## src/rtl/uart_frame_loader_if.sv

```systemverilog
// Byte-stream and frame-buffer write signals between uart_frame_loader, uart_rx and the frame RAM.
// Handshake: rx_dv and mem_we are one-cycle strobes qualifying rx_byte and mem_addr/mem_data. There is no backpressure.
interface uart_frame_loader_if #(
    parameter int ADDR_W = 16
);
    logic              receive;
    logic              rx_dv;
    logic [7:0]        rx_byte;
    logic              mem_we;
    logic [ADDR_W-1:0] mem_addr;
    logic [7:0]        mem_data;

    modport master (
        output receive, mem_we, mem_addr, mem_data,
        input  rx_dv, rx_byte
    );

    modport slave (
        input  receive, mem_we, mem_addr, mem_data,
        output rx_dv, rx_byte
    );
endinterface

```

## src/rtl/uart_frame_loader.sv

```systemverilog
// Loads one frame (4-byte width/height header + pixels) from uart_rx into the frame buffer.
// Optional trailing XOR checksum byte when RX_CHECKSUM_EN is defined.
module uart_frame_loader #(
    parameter int ADDR_W       = 16,
    parameter int TIMEOUT_CLKS = 8680
) (
    input  logic                i_Clock,
    input  logic                reset,
    input  logic                i_start,
    uart_frame_loader_if.master bus,
    output logic                o_busy,
    output logic                o_done,
    output logic                o_error,
    output logic [15:0]         o_width,
    output logic [15:0]         o_height,
    output logic [2:0]          o_state
);
    localparam int          TMO_W   = $clog2(TIMEOUT_CLKS + 1);
    localparam logic [32:0] MAX_PIX = 33'd1 << ADDR_W;

    typedef enum logic [2:0] {
        S_IDLE  = 3'd0,
        S_HDR   = 3'd1,
        S_CHECK = 3'd2,
        S_PIX   = 3'd3,
        S_DONE  = 3'd4,
        S_ERR   = 3'd5,
        S_CSUM  = 3'd6
    } state_t;

    state_t            state_q, state_d;
    logic [1:0]        hdr_idx_q, hdr_idx_d;
    logic [15:0]       width_q, width_d;
    logic [15:0]       height_q, height_d;
    logic [31:0]       total_q, total_d;
    logic [31:0]       pix_cnt_q, pix_cnt_d;
    logic [TMO_W-1:0]  tmo_q, tmo_d;
    logic              we_q, we_d;
    logic [ADDR_W-1:0] addr_q, addr_d;
    logic [7:0]        data_q, data_d;
    logic              error_q, error_d;
    logic [7:0]        csum_q, csum_d;
    logic [31:0]       product;
    logic              tmo_done;

    assign product  = 32'(width_q) * 32'(height_q);
    assign tmo_done = (tmo_q == TMO_W'(TIMEOUT_CLKS - 1));

    always_ff @(posedge i_Clock) begin
        if (reset) begin
            state_q   <= S_IDLE;
            hdr_idx_q <= '0;
            width_q   <= '0;
            height_q  <= '0;
            total_q   <= '0;
            pix_cnt_q <= '0;
            tmo_q     <= '0;
            we_q      <= 1'b0;
            addr_q    <= '0;
            data_q    <= '0;
            error_q   <= 1'b0;
            csum_q    <= '0;
        end else begin
            state_q   <= state_d;
            hdr_idx_q <= hdr_idx_d;
            width_q   <= width_d;
            height_q  <= height_d;
            total_q   <= total_d;
            pix_cnt_q <= pix_cnt_d;
            tmo_q     <= tmo_d;
            we_q      <= we_d;
            addr_q    <= addr_d;
            data_q    <= data_d;
            error_q   <= error_d;
            csum_q    <= csum_d;
        end
    end

    always_comb begin
        state_d   = state_q;
        hdr_idx_d = hdr_idx_q;
        width_d   = width_q;
        height_d  = height_q;
        total_d   = total_q;
        pix_cnt_d = pix_cnt_q;
        tmo_d     = tmo_q + TMO_W'(1);
        we_d      = 1'b0;
        addr_d    = addr_q;
        data_d    = data_q;
        error_d   = error_q;
        csum_d    = csum_q;

        case (state_q)
            S_IDLE: begin
                if (i_start) begin
                    state_d   = S_HDR;
                    error_d   = 1'b0;
                    hdr_idx_d = '0;
                    csum_d    = '0;
                end
            end
            S_HDR: begin
                if (bus.rx_dv) begin
                    tmo_d     = '0;
                    csum_d    = csum_q ^ bus.rx_byte;
                    hdr_idx_d = hdr_idx_q + 2'd1;
                    case (hdr_idx_q)
                        2'd0: width_d[7:0]   = bus.rx_byte;
                        2'd1: width_d[15:8]  = bus.rx_byte;
                        2'd2: height_d[7:0]  = bus.rx_byte;
                        default: height_d[15:8] = bus.rx_byte;
                    endcase
                    if (hdr_idx_q == 2'd3) state_d = S_CHECK;
                end else if (tmo_done) begin
                    state_d = S_ERR;
                end
            end
            S_CHECK: begin
                if (product == '0 || {1'b0, product} > MAX_PIX) begin
                    state_d = S_ERR;
                end else begin
                    state_d   = S_PIX;
                    total_d   = product;
                    pix_cnt_d = '0;
                end
            end
            S_PIX: begin
                // Bytes beyond the pixel count are dropped while the final write drains.
                if (bus.rx_dv && pix_cnt_q != total_q) begin
                    tmo_d     = '0;
                    we_d      = 1'b1;
                    addr_d    = pix_cnt_q[ADDR_W-1:0];
                    data_d    = bus.rx_byte;
                    pix_cnt_d = pix_cnt_q + 32'd1;
                    csum_d    = csum_q ^ bus.rx_byte;
                end else if (we_q && pix_cnt_q == total_q) begin
`ifdef RX_CHECKSUM_EN
                    state_d = S_CSUM;
`else
                    state_d = S_DONE;
`endif
                end else if (tmo_done) begin
                    state_d = S_ERR;
                end
            end
`ifdef RX_CHECKSUM_EN
            S_CSUM: begin
                if (bus.rx_dv) begin
                    tmo_d   = '0;
                    state_d = (bus.rx_byte == csum_q) ? S_DONE : S_ERR;
                end else if (tmo_done) begin
                    state_d = S_ERR;
                end
            end
`endif
            default: state_d = S_IDLE;
        endcase

        if (state_d == S_ERR) error_d = 1'b1;
        // The idle timer restarts on every state entry and is parked outside the receiving states.
        if (state_d != state_q || !(state_q == S_HDR || state_q == S_PIX || state_q == S_CSUM)) tmo_d = '0;
    end

    assign bus.receive  = (state_q == S_HDR) || (state_q == S_PIX) || (state_q == S_CSUM);
    assign bus.mem_we   = we_q;
    assign bus.mem_addr = addr_q;
    assign bus.mem_data = data_q;
    assign o_busy       = (state_q != S_IDLE);
    assign o_done       = (state_q == S_DONE);
    assign o_error      = error_q;
    assign o_width      = width_q;
    assign o_height     = height_q;
    assign o_state      = state_q;
endmodule
```

## src/flat_wrapper.sv

```systemverilog
// flat-port wrapper written by rule: the top's interface ports become plain ports
module uart_frame_loader_flat 
#(
    parameter int ADDR_W       = 16,
    parameter int TIMEOUT_CLKS = 8680
)
  (i_Clock, reset, i_start, o_busy, o_done, o_error, o_width, o_height, o_state, bus_receive, bus_mem_we, bus_mem_addr, bus_mem_data, bus_rx_dv, bus_rx_byte);
  uart_frame_loader_if #(.ADDR_W(ADDR_W)) bus_i ();
  input  logic i_Clock;
  input  logic reset;
  input  logic i_start;
  output logic o_busy;
  output logic o_done;
  output logic o_error;
  output logic [15:0] o_width;
  output logic [15:0] o_height;
  output logic [2:0] o_state;
  output wire logic [$bits(bus_i.receive)-1:0] bus_receive;
  output wire logic [$bits(bus_i.mem_we)-1:0] bus_mem_we;
  output wire logic [$bits(bus_i.mem_addr)-1:0] bus_mem_addr;
  output wire logic [$bits(bus_i.mem_data)-1:0] bus_mem_data;
  input wire logic [$bits(bus_i.rx_dv)-1:0] bus_rx_dv;
  input wire logic [$bits(bus_i.rx_byte)-1:0] bus_rx_byte;
  assign bus_receive = bus_i.receive;
  assign bus_mem_we = bus_i.mem_we;
  assign bus_mem_addr = bus_i.mem_addr;
  assign bus_mem_data = bus_i.mem_data;
  assign bus_i.rx_dv = bus_rx_dv;
  assign bus_i.rx_byte = bus_rx_byte;
  uart_frame_loader #(.ADDR_W(ADDR_W), .TIMEOUT_CLKS(TIMEOUT_CLKS)) u_core (.i_Clock(i_Clock), .reset(reset), .i_start(i_start), .bus(bus_i), .o_busy(o_busy), .o_done(o_done), .o_error(o_error), .o_width(o_width), .o_height(o_height), .o_state(o_state));
endmodule
```

## config.mk

```make
export PLATFORM = sky130hd
export DESIGN_NAME = uart_frame_loader_flat
export DESIGN_NICKNAME = d
export VERILOG_FILES = /design/src/rtl/uart_frame_loader_if.sv /design/src/rtl/uart_frame_loader.sv /design/src/flat_wrapper.sv
export SDC_FILE = /design/constraint.sdc
export NUM_CORES = 1
export LEC_CHECK = 0
export BUFFER_PORTS_ARGS = -buffer_cell sky130_fd_sc_hd__buf_2
export CAP_MARGIN = 5
export CORE_MARGIN = 10
export CORE_UTILIZATION = 55
export DETAILED_ROUTE_END_ITERATION = 8
export PLACE_DENSITY_LB_ADDON = 0.2
export SLEW_MARGIN = 20
export SYNTH_ARGS = -nofsm -noshare
export SYNTH_HDL_FRONTEND = slang
export SYNTH_SLANG_ARGS = --single-unit
```

## constraint.sdc

```tcl
create_clock -name i_Clock -period 11.9 [get_ports i_Clock]
set_clock_uncertainty 0.05 [all_clocks]
set_input_delay 0.595 -clock i_Clock [delete_from_list [all_inputs] [get_ports i_Clock]]
set_output_delay 0.595 -clock i_Clock [all_outputs]
set_load 0.005 [all_outputs]
```

==> results of run 1 <==
-- Yosys cell counts (11+ instances only) --
master      n
xor2_1     25
a21oi_1    79
and2_1    123
nor3_1     14
fa_1      194
and3_1     20
o31ai_1    15
nand3_1    53
nand2_1   223
dfxtp_1   141
nor2_1    106
ha_1      111
mux2i_1    32
inv_1     272
clkbuf_1   85
a21o_1     11
o21ai_0    16
nand4_1    44
xnor2_1    61
-- sequential cells by signal (all words and copies together) (netlist names), 2 cells and up --
register             cells
u_core.pix_cnt_q        32
u_core.total_q          32
u_core.bus.mem_addr     16
u_core.o_height         16
u_core.o_width          16
u_core.tmo_q            14
u_core.bus.mem_data      8
u_core.o_state           3
u_core.hdr_idx_q         2
-- metal layers --
layer,wire length (um),track usage [%],vias up,part of all wire [%]
li1,-,-,5610,-
met1,16400,29.21,5744,45
met2,17290,35.76,322,48
met3,2109,4.154,25,5.8
met4,334,4.551,0,0.92
met5,0,0,-,0
-- area by class of cell --
type | count | area, um2
tap | 341 | 426.7
inverter | 273 | 1025
clock inverter | 13 | 178.9
multi-input combinational | 1247 | 10780
timing repair buffer | 80 | 412.9
fill | 2391 | 10790
sequential | 141 | 2823
clock buffer | 19 | 442.9
-- cells in the final DEF (no fill, tap or decap), types with 20 or more instances in the layout --
cell / Yosys / routed
inv_1: 272 / 272
nand2_1: 223 / 223
fa_1: 194 / 194
dfxtp_1: 141 / 141
and2_1: 123 / 123
ha_1: 111 / 111
nor2_1: 106 / 106
a21oi_1: 79 / 78
buf_2: 0 / 75
xnor2_1: 61 / 61
nand3_1: 53 / 53
nand4_1: 44 / 44
mux2i_1: 32 / 32
xor2_1: 25 / 25
and3_1: 20 / 20
-- critical path, cell delays in order, from the launching register on --
cell	delay [ns]
dfxtp_1	0.87
nand2_1	0.18
fa_1	0.57
inv_1	0.05
fa_1	0.49
inv_1	0.06
fa_1	0.54
inv_1	0.06
fa_1	0.49
fa_1	0.51
inv_1	0.06
fa_1	0.55
inv_1	0.06
ha_1	0.43
nand4_1	0.14
or2_2	0.30
o22ai_1	0.20
nor2_1	0.10
o31ai_1	0.36
xnor2_1	0.18
nand3_1	0.55
o31ai_4	0.39
buf_4	0.45
nor3_1	0.12
-- power breakdown --
group          switching, uW  internal, uW
combinational           20.5          7.46
clock                    217           341
sequential              9.60           474
-- how the worst max path moves through the flow --
stage | from | to | slack [ns] | depth (start not counted)
3_5_place_dp | u_core.o_height[2]$_SDFFE_PP0P_ | u_core.bus.mem_we$_SDFF_PP0_ | 4.07 | 21
4_1_cts | u_core.o_height[2]$_SDFFE_PP0P_ | u_core.bus.mem_we$_SDFF_PP0_ | 4.05 | 21
5_1_grt | u_core.o_height[7]$_SDFFE_PP0P_ | u_core.bus.mem_we$_SDFF_PP0_ | 3.40 | 23
6_report | u_core.o_height[7]$_SDFFE_PP0P_ | u_core.bus.mem_we$_SDFF_PP0_ | 3.98 | 23
3_3_place_gp | u_core.o_height[7]$_SDFFE_PP0P_ | u_core.bus.mem_we$_SDFF_PP0_ | 4.18 | 23
2_1_floorplan | u_core.o_height[9]$_SDFFE_PP0P_ | u_core.pix_cnt_q[23]$_SDFFE_PP0P_ | 5.11 | 26
-- per-stage QoR --
stage	power (uW)	setup WS, ns
3_3_place_gp	521.3	4.178
5_1_grt	1100	3.404
3_5_place_dp	521.7	4.071
2_1_floorplan	507.5	5.112
6_report	1070	3.975
4_1_cts	1077	4.047
-- cell families (layout without fill, tap and decap cells) --
kind of cell               after synthesis  in the layout  share of synthesized area (%)
and+or+nand+nor                        634            634                          20.79
DFF                                    141            141                          18.83
adders and majority gates              305            305                          35.18
muxes                                   34             34                          2.288
AOI/OAI and AO/OA                      188            188                          8.516
xor gates and xnor gates                86             86                          5.026
buffers and inverters                  364            385                          9.367
==> results.sh, run 1 <==
export IMPL_finish_instance_area_um2=16090
export IMPL_drive_gt1_share_pct=7.389
export IMPL_syn2layout_area_growth_pct=7.330
export IMPL_clk_latency_ns=0.42
export IMPL_finalHoldViolCount=0
export IMPL_antenna_cells=0
export IMPL_dominantRegCellSynth="dfxtp_1"
export IMPL_num_vias=11700
export IMPL_crit_type="register to register"
export IMPL_synth_cell_area_um2=14990
export IMPL_r2r_start="u_core.o_height[7]$_SDFFE_PP0P_"
export IMPL_crit_required_ns=12.13
export IMPL_drtPass1Iterations=5
export IMPL_r2r_setup_slack_ns=3.98
export IMPL_gp_congestion=0.9008
export IMPL_post_synth_cell_area_avg_um2=8.554
export IMPL_synthTopCellsByArea="fa_1 (26%), dfxtp_1 (19%), ha_1 (9.3%)"
export IMPL_cts_root_buf="clkbuf_16"
export IMPL_slew_headroom_pct=39.48
export IMPL_power_density_nw_per_um2=66.54
export IMPL_synthArstFlopShare_pct=0
export IMPL_reg2reg_to="u_core.bus.mem_we$_SDFF_PP0_"
export IMPL_clkSlewWorstSetupHoldPaths_ns=0.06
export IMPL_synth_seq_cells=141
export IMPL_routed_wl_mm=36.14
export IMPL_crit_fanout=46
export IMPL_grt_pass1_wl_mm=60.31
export IMPL_tritoncts="done"
export IMPL_cts_hold_buf=0
export IMPL_end_kind="register"
export IMPL_post_route_util_pct=59.85
export IMPL_start_util_pct=55.76
export IMPL_drv_cap=0
export IMPL_syn_inst=1752
export IMPL_cts_made_buffers=17
export IMPL_drtIter0Drc=646
export IMPL_worst_hold_startpoint="u_core.total_q[26]$_SDFFE_PP0P_"
export IMPL_grt_usage_pct=21.77
export IMPL_final_max_slew_viol_count=0
export IMPL_ys_seq_area_share_pct=18.83
export IMPL_synth_top_area_cell="fa_1"
export IMPL_rows=60
export IMPL_p_leak_uw=0.007391
export IMPL_grt_max_degree=80
export IMPL_status="complete, no violations"
export IMPL_die_h_um=185.1
export IMPL_tns_ns=0
export IMPL_wl_per_cell_um=17.10
export IMPL_grt_pass1_vias=11810
export IMPL_ctsResizeCount=0
export IMPL_dp_hpwl_mm=28.25
export IMPL_overflow=0
export IMPL_setup_viol=0
export IMPL_tightest_slew_ns=0.9008
export IMPL_io_pins=76
export IMPL_hold_end="u_core.total_q[26]$_SDFFE_PP0P_"
export IMPL_ys_warn_count=0
export IMPL_worst_ir_drop_vdd_mv=0.1430
export IMPL_ant_nets=0
export IMPL_hold_path_cell_count=2
export IMPL_synth_nets=2069
export IMPL_dieArea_um2=34250
export IMPL_antenna_found_initial=0
export IMPL_dp_cells=2082
export IMPL_layoutNonFillerInstCount=2114
export IMPL_synth_edff_count=0
export IMPL_clock_path_buffers=2
export IMPL_die_w_um=185.1
export IMPL_vias_per_cell=5.535
export IMPL_period_minus_slack_ns=7.925
export IMPL_post_cts_buffers=0
export IMPL_cts_sinks=141
export IMPL_synth_distinct_cells=69
export IMPL_drcViolationCount=0
export IMPL_fmax_mhz=126.2
export IMPL_synth_top_area_share_pct=25.91
export IMPL_fin_hold_ws_ns=0.3880
export IMPL_fin_crit_sh_pct=66.60
export IMPL_hp_class="register to register"
export IMPL_r2r_cells=23
export IMPL_arrival_ns=8.15
export IMPL_nNetsFinal=2077
export IMPL_htreeDepth=4
export IMPL_rsz0062_at_grt="false"
export IMPL_placed_area_um2=15460
export IMPL_cp_start_kind="register"
export IMPL_portBuffers=75
export IMPL_coreArea_um2=26880
(Power assumes the default switching activity.)
==> run 2, diff against run 1 <==
Clock period 11.9 ns to 6.55 ns, I/O delays scaled along.
==> run 2 against run 1 <==
Effect of this change: the run now ends with setup timing left; worst setup slack lost 4.0 ns; largest power group unchanged; routed wire length grew 11%; die area is the same; first-iteration DRC count grew 35%; via count grew 8.7%; hold slack lost 0.22 ns; non-clock buffer count grew 184; cell area grew 14%.
==> results.sh, run 2 (synthesis gave the netlist of run 1 again) <==
export IMPL_portBuffers=75
export IMPL_r2r_setup_slack_ns=-0.07
export IMPL_fmax_mhz=151.1
export IMPL_start_util_pct=55.76
export IMPL_dieArea_um2=34250
export IMPL_placed_area_um2=16690
export IMPL_cts_root_buf="clkbuf_16"
export IMPL_final_cell_mix="inv_1 (260), nand2_1 (221), fa_1 (190)"
export IMPL_grt_pass1_vias=13130
export IMPL_p_total_uw=1956
export IMPL_hp_class="primary input to register"
export IMPL_worst_ir_drop_vdd_mv=0.1728
export IMPL_reg2reg_to="u_core.total_q[12]$_SDFFE_PP0P_"
export IMPL_top_regs="u_core.pix_cnt_q x32, u_core.total_q x32"
export IMPL_crit_required_ns=6.85
export IMPL_arrival_ns=6.92
export IMPL_slew_headroom_pct=38.15
export IMPL_drcViolationCount=0
export IMPL_clk_latency_ns=0.44
export IMPL_routed_wl_mm=40.09
export IMPL_final_max_slew_viol_count=0
export IMPL_cts_sinks=141
export IMPL_clkSlewWorstSetupHoldPaths_ns=0.07
export IMPL_p_leak_uw=0.008411
export IMPL_failed_checks="setup timing"
export IMPL_register_area_um2=2875
export IMPL_worst_slack_ns=-0.06929
export IMPL_num_vias=12720
export IMPL_power_density_nw_per_um2=106.7
export IMPL_coreArea_um2=26880
export IMPL_tightest_slew_ns=0.9207
export IMPL_end_kind="register"
export IMPL_rows=60
export IMPL_nNetsFinal=2261
export IMPL_crit_type="register to register"
export IMPL_ant_nets=0
export IMPL_clock_path_buffers=2
export IMPL_final_common_cell="inv_1"
export IMPL_rsz0062_at_grt="true"
export IMPL_gp_congestion=0.8987
export IMPL_tns_ns=-0.5573
export IMPL_grt_max_degree=80
export IMPL_status="finished with violations"
export IMPL_grt_pass1_wl_mm=66.89
export IMPL_drive_gt1_share_pct=21.97
export IMPL_syn2layout_area_growth_pct=22.35
export IMPL_pre_cts_ws_ns=-0.2926
export IMPL_fin_crit_sh_pct=101.1
export IMPL_cp_start_kind="register"
export IMPL_cts_made_buffers=17
export IMPL_die_h_um=185.1
export IMPL_drv_cap=0
export IMPL_overflow=0
export IMPL_dp_hpwl_mm=31.17
export IMPL_period_minus_slack_ns=6.619
export IMPL_r2r_cells=23
export IMPL_tritoncts="done"
export IMPL_antenna_found_initial=0
export IMPL_fill_cells=2096
export IMPL_htreeDepth=4
export IMPL_crit_fanout=16
export IMPL_finish_instance_area_um2=18340
export IMPL_cp_endpoint="u_core.total_q[12]$_SDFFE_PP0P_"
export IMPL_antenna_cells=0
export IMPL_multi_input_comb_area_um2=11360
export IMPL_drtIter0Drc=871
export IMPL_wl_per_cell_um=17.44
export IMPL_vias_per_cell=5.534
export IMPL_r2r_start="u_core.o_height[4]$_SDFFE_PP0P_"
export IMPL_finalHoldViolCount=0
export IMPL_setup_viol=19
export IMPL_cts_hold_buf=0
export IMPL_cp_startpoint="u_core.o_height[4]$_SDFFE_PP0P_"
export IMPL_grt_usage_pct=24.10
export IMPL_drtPass1Iterations=5
export IMPL_die_w_um=185.1
export IMPL_io_pins=76
==> run 2: cell types whose count changed in the layout (fill, tap and decap cells not counted), sizes merged <==
| cell | delta |
|---|---|
| buf | +183 |
| bufinv | -2 |
| clkbuf | -1 |
| clkinv | -3 |
| clkinvlp | +1 |
| inv | +6 |
==> run 2: what timing repair did <==
action / 4_1_cts / 5_1_grt
gates cloned: 2 / 1
pin swaps: 41 / 74
resized for setup: 81 / 98
endpoints found under the setup margin: 68 / 68
setup buffers: 20 / 10
==> run 2: power by group <==
group          internal, uW  total [uW]  switching, uW
clock                   544        1000            458
sequential              858         865           7.51
combinational          31.8        88.3           56.5
total                  1430        1960            522
==> run 2: cell type report <==
class                           instances  area share [%]
Multi-Input combinational cell       1247           61.94
Clock inverter                         15          0.8871
Sequential cell                       141           15.68
Inverter                              273           5.589
Tap cell                              341           2.327
Timing Repair Buffer                  264           11.25
Clock buffer                           17           2.320
==> run 2: how the worst min path moves through the flow <==
stage / from / end / slack (ns) / depth (start not counted)
CTS: bus_rx_byte[2] / u_core.o_width[2]$_SDFFE_PP0P_ / 0.17 / 3
finish: bus_rx_byte[1] / u_core.o_width[9]$_SDFFE_PP0P_ / 0.17 / 3
detailed placement: u_core.total_q[27]$_SDFFE_PP0P_ / u_core.total_q[27]$_SDFFE_PP0P_ / 0.38 / 2
global placement: u_core.total_q[27]$_SDFFE_PP0P_ / u_core.total_q[27]$_SDFFE_PP0P_ / 0.38 / 2
global route: bus_rx_byte[2] / u_core.o_width[10]$_SDFFE_PP0P_ / 0.18 / 3
floorplan: u_core.total_q[17]$_SDFFE_PP0P_ / u_core.total_q[17]$_SDFFE_PP0P_ / 0.37 / 2
==> run 2: through the flow <==
step	util (%)	instances	hold slack, ns
CTS	66.44	2288	0.1712
global route	68.23	2298	0.1800
global placement	62.11	2234	0.3775
finish	68.23	2298	0.1708
floorplan	-	1752	0.3710
detailed placement	62.11	2234	0.3811
==> run 2: worst max-delay path, cell delays in order, from the launching register on <==
cell      delay, ns
dfxtp_4        0.37
and2_4         0.15
fa_1           0.52
inv_1          0.06
fa_1           0.51
fa_2           0.46
fa_1           0.52
inv_2          0.04
fa_1           0.57
inv_2          0.04
fa_1           0.50
inv_2          0.05
ha_4           0.29
buf_4          0.12
nand4_1        0.10
buf_4          0.16
a211oi_2       0.22
nor4_1         0.12
or2_4          0.28
or4_4          0.51
o211ai_4       0.27
buf_6          0.31
o31ai_4        0.10
a21oi_1        0.18
==> run 2: layer usage <==
layer / global-route usage, % / routed length, um
met1: 31.53 / 17540
met2: 40.99 / 19680
met3: 3.762 / 2112
met4: 5.397 / 753
met5: 0 / 0
